File: src/rtl/bus_arbiter.sv
// bus_arbiter: round-robin sequencer for the shared 16-bit internal CPU bus.
// Drivers: bit3 ALU, bit2 MDR, bit1 PC, bit0 MARMUX. Registered one-hot grant,
// one dead cycle between owners, and a hold limit enforced only under contention.
module bus_arbiter #(
    parameter int unsigned MAX_HOLD = 8
) (
    input  logic       Clk,
    input  logic       Reset,
    input  logic [3:0] req,
    output logic [3:0] grant,
    output logic [3:0] gate_sel,
    output logic       bus_busy,
    output logic       preempt
);

    localparam logic [7:0] MaxHold = 8'(MAX_HOLD);

    typedef enum logic [1:0] {StIdle, StOwn, StGap} state_e;

    state_e     state_q, state_d;
    logic [3:0] grant_q, grant_d;
    logic [1:0] last_q, last_d;
    logic [7:0] hold_q, hold_d;
    logic       preempt_q, preempt_d;

    logic       win_found;
    logic [1:0] win_idx;
    logic [1:0] idx;
    logic       other_req;

    // Round-robin search. Order ALU(3) -> MDR(2) -> PC(1) -> MARMUX(0) -> ALU is a
    // descending index, so the entry after last is last-1. The last owner itself
    // is checked last (i == 4 wraps back to last_q).
    always_comb begin
        win_found = 1'b0;
        win_idx   = 2'd0;
        idx       = 2'd0;
        for (int i = 1; i <= 4; i++) begin
            idx = last_q - 2'(i);
            if (!win_found && req[idx]) begin
                win_found = 1'b1;
                win_idx   = idx;
            end
        end
    end

    // Contention check: any requester other than the current owner.
    always_comb begin
        other_req = |(req & ~(4'b0001 << last_q));
    end

    // Next-state logic: arbitration from IDLE/GAP, release/preempt from OWN.
    always_comb begin
        state_d   = state_q;
        grant_d   = grant_q;
        last_d    = last_q;
        hold_d    = hold_q;
        preempt_d = 1'b0;
        unique case (state_q)
            StIdle, StGap: begin
                if (win_found) begin
                    state_d = StOwn;
                    grant_d = 4'b0001 << win_idx;
                    last_d  = win_idx;
                    hold_d  = 8'd1;
                end else begin
                    state_d = StIdle;
                    grant_d = 4'b0000;
                end
            end
            StOwn: begin
                if (!req[last_q]) begin
                    // Voluntary release wins even when the limit is hit on the same edge.
                    state_d = StGap;
                    grant_d = 4'b0000;
                end else if (hold_q == MaxHold && other_req) begin
                    state_d   = StGap;
                    grant_d   = 4'b0000;
                    preempt_d = 1'b1;
                end else if (hold_q < MaxHold) begin
                    hold_d = hold_q + 8'd1;
                end
            end
            default: begin
                state_d = StIdle;
                grant_d = 4'b0000;
            end
        endcase
    end

    // State registers with asynchronous active-high reset.
    always_ff @(posedge Clk or posedge Reset) begin
        if (Reset) begin
            state_q   <= StIdle;
            grant_q   <= 4'b0000;
            last_q    <= 2'd0;
            hold_q    <= 8'd0;
            preempt_q <= 1'b0;
        end else begin
            state_q   <= state_d;
            grant_q   <= grant_d;
            last_q    <= last_d;
            hold_q    <= hold_d;
            preempt_q <= preempt_d;
        end
    end

    // Outputs come straight from registers.
    always_comb begin
        grant    = grant_q;
        gate_sel = grant_q;
        bus_busy = |grant_q;
        preempt  = preempt_q;
    end

endmodule

File: config.mk
export PLATFORM = sky130hd
export DESIGN_NAME = bus_arbiter
export DESIGN_NICKNAME = d
export VERILOG_FILES = /design/src/rtl/bus_arbiter.sv
export SDC_FILE = /design/constraint.sdc
export NUM_CORES = 1
export LEC_CHECK = 0
export ABC_AREA = 1
export BUFFER_PORTS_ARGS = -buffer_cell sky130_fd_sc_hd__buf_2
export CORE_MARGIN = 1
export CORE_UTILIZATION = 50
export CTS_BUF_LIST = sky130_fd_sc_hd__clkbuf_8
export DETAILED_ROUTE_END_ITERATION = 7
export PLACE_DENSITY = 0.68
export SLEW_MARGIN = 30
export SYNTH_ARGS = -nofsm -noshare
export SYNTH_HDL_FRONTEND = slang
export SYNTH_SLANG_ARGS = --single-unit
File: constraint.sdc
create_clock -name Clk -period 2.3 [get_ports Clk]
set_input_delay 0.345 -clock Clk [delete_from_list [all_inputs] [get_ports Clk]]
set_output_delay 0.345 -clock Clk [all_outputs]
set_load 0.01 [all_outputs]
==> impl_metrics.json <==
{
  "run_status": "finished, final reports clean",
  "tightest_slew_ns": 0.663,
  "clockRootBuffer": "clkbuf_8",
  "cts.sink_count": 17,
  "final_critical_path_setup_slack_ns": 0.212,
  "syn_avg_cell_area_um2": 7.98,
  "worstPathBufferInverterCount": 3,
  "num_vias": 998,
  "nets": 182,
  "reg2reg_depth": 11,
  "die_width_um": 51.8,
  "cts_hold_repair.buffers": 0,
  "cts.clk_slew.worst_paths_ns": 0.07,
  "drive_above_1_share_pct": 26.6,
  "first_pass_grt_wire_length_um": 4000,
  "cellPowerDensity_mw_per_mm2": 1470,
  "dieHeight_um": 51.8,
  "post_cts_resized": 0,
  "post-dp-hpwl_um": 1790,
  "worst_slew_margin_rel_pct": 55.8,
  "grt_setup_unrepaired": "false",
  "gp_congestion": 0.820,
  "routed_wirelength_um": 2270,
  "criticalPathCategory": "reg -> reg",
  "drt-initial-drc-count": 20,
  "gr-total-overflow": 0,
  "fin_crit_sh_pct": 90.8,
  "cellLeakagePower_nw": 0.732,
  "fin_skew_ns": 0.00869,
  "synth.yosys.seq_area_share_pct": 34.4,
  "first_global_vias": 921,
  "post_cts.repair.setup_buffers": 0,
  "r2r_start": "last_q[0]",
  "timing.setup.tns_ns": 0,
  "drc": 0,
  "io_buffers": 15,
  "syn-cell-area_mm2": 0.00124,
  "floorplan.core_area_mm2": 0.00228,
  "start_util_pct": 54.4,
  "row_count": 17,
  "preCtsSetupSlack_ns": 0.208,
  "cpPeakStageDelay_ns": 0.59,
  "tritoncts": "yes",
  "ctsHtreeMaxLevel": 1,
  "finalCoreUtilization_pct": 58.9,
  "layout-area-overhead-vs-synth_pct": 8.29,
  "insertedDiodeCount": 0,
  "final_hold_viol_count": 0,
  "crit_path_start_kind": "register",
  "peakVddDrop_uv": 856,
  "endpoint": "gate_sel[0]",
  "cap_viol_max_count": 0,
  "crit_fanout": 13,
  "ant_nets": 0,
  "reg2reg_setup_slack_ns": 0.21,
  "path_cells": "inv_6, ha_1, inv_1, nand2_1, nand2_4, nor2_8, nand4_1, nand2_2, inv_1, nand3_1, nand2_1",
  "die-area_mm2": 0.00268,
  "timing.critical_path.required_ns": 2.44,
  "timing.rr.end": "gate_sel[0]",
  "grt_use_total_pct": 19.9,
  "worstHoldPathType": "in -> async",
  "synthesis.yosys.warnings": 0,
  "io_pins": 16,
  "min_period_ns": 2.09,
  "worst_path_max_delay_cell": "dfrtp_1",
  "crit_path_start": "last_q[0]",
  "drt_pass1_iterations": 4,
  "cp_top_family": "simple AND/OR/NAND/NOR gates",
  "worst-endpoint-arrival_ns": 2.23,
  "timing.final.max_slew_violations": 0,
  "clock_path_buffers": 2,
  "setup.worst_path.end_class": "register",
  "routed_wire_per_std_cell_um": 11.5,
  "cts-buffers-inserted": 3,
  "seq_cells_post_synth": 17,
  "gate_count_post_synth": 155,
  "drt-vias-per-instance": 5.07,
  "max_freq_ghz": 0.479,
  "synth.lib_cells_used.distinct": 31,
  "setup_violations": 0,
  "grt_antenna_before_repair": 0,
  "whs_ns": 0.175,
  "number_of_gates_on_the_worst_path_with_buffers_counted": 11,
  "worstSkewPairLatency_ns": 0.25,
  "net_count_synth": 167,
  "grt_max_degree": 18
}
-- state kept, by name, summed over array words and instances (netlist names) --
signal	flops
hold_q	8
gate_sel	4
last_q	2
state_q	2
preempt	1
-- where the power goes --
group          switching (W)  total (W)  leakage [nW]  internal [W]
Combinational       0.000836    0.00128         0.482      0.000441
Sequential         0.0000931   0.000471         0.224      0.000378
Clock               0.000102   0.000222        0.0255      0.000120
-- layer usage --
layer | share of wire, % | up-vias | global-route usage [%]
li1 | - | 524 | -
met1 | 50 | 458 | 26.3
met2 | 47 | 14 | 33.1
met3 | 2.6 | 2 | 4.39
met4 | 0.71 | 0 | 4.05
met5 | 0 | - | 0
-- stage by stage --
step                      cells  instance area, µm²  total power, W
after floorplan             155                1240         0.00158
after global placement      193                1290         0.00173
after detailed placement    193                1290         0.00176
after CTS                   197                1340         0.00200
after global routing        197                1340         0.00218
final                       197                1340         0.00197
-- worst min path at each step --
stage               startpoint           to  slack (ns)  depth (start not counted)
floorplan                Reset  gate_sel[0]        0.27                          1
global placement         Reset    hold_q[4]        0.45                          2
global route             Reset      preempt        0.25                          2
finish                   Reset    hold_q[6]        0.17                          2
CTS                      Reset    hold_q[5]        0.19                          2
detailed placement       Reset    hold_q[4]        0.47                          2
-- placed cells by master (no fill, tap or decap) --
cell	count
a31o_2	1
inv_1	22
inv_6	1
inv_2	2
clkinv_2	1
nor4_1	1
a21boi_0	1
ha_1	6
nand3_1	16
inv_4	1
nor2_8	1
xor2_1	2
buf_2	15
nand4_1	5
nor3_1	1
nand2_2	5
clkbuf_8	3
o21ai_1	6
nand3_2	2
or4_1	1
nand4_4	1
nand3_4	1
nor2_1	5
o21ai_0	1
nand2_1	36
buf_4	1
a21oi_1	1
nand2_4	4
nor2_2	6
dfrtp_1	17
nand3b_1	1
o22ai_1	2
-- cell families after synthesis --
| logic type | synth area share, % |
|---|---|
| DFF | 34.4 |
| buffers and inverters | 13.4 |
| xor gates and xnor gates | 1.42 |
| and+or+nand+nor | 39.1 |
| AOI/OAI and AO/OA | 5.56 |
| adders and majority gates | 6.07 |
-- final cells by class --
class	count	area, µm²
clock buffers	3	41.3
clock inverters	1	5.00
fillers	207	936
inverters	26	105
multi-input cells	106	646
flip-flops and latches	17	425
well taps	28	35.0
repair buffers	16	82.6
-- synthesized netlist by cell type, drive strengths merged --
master / instances / area share (%)
a31o: 1 / 0.71
dfrtp: 17 / 34
nand4: 6 / 4.2
inv: 26 / 8.5
a21oi: 1 / 0.40
or4: 1 / 0.61
a21boi: 1 / 0.61
buf: 6 / 5.0
nor2: 12 / 6.2
nor3: 1 / 0.40
o22ai: 2 / 1.0
ha: 6 / 6.1
nand2: 45 / 17
nor4: 1 / 0.51
nand3b: 1 / 0.61
o21ai: 7 / 2.8
xor2: 2 / 1.4
nand3: 19 / 9.5
Power figures use the tool's default switching activity.
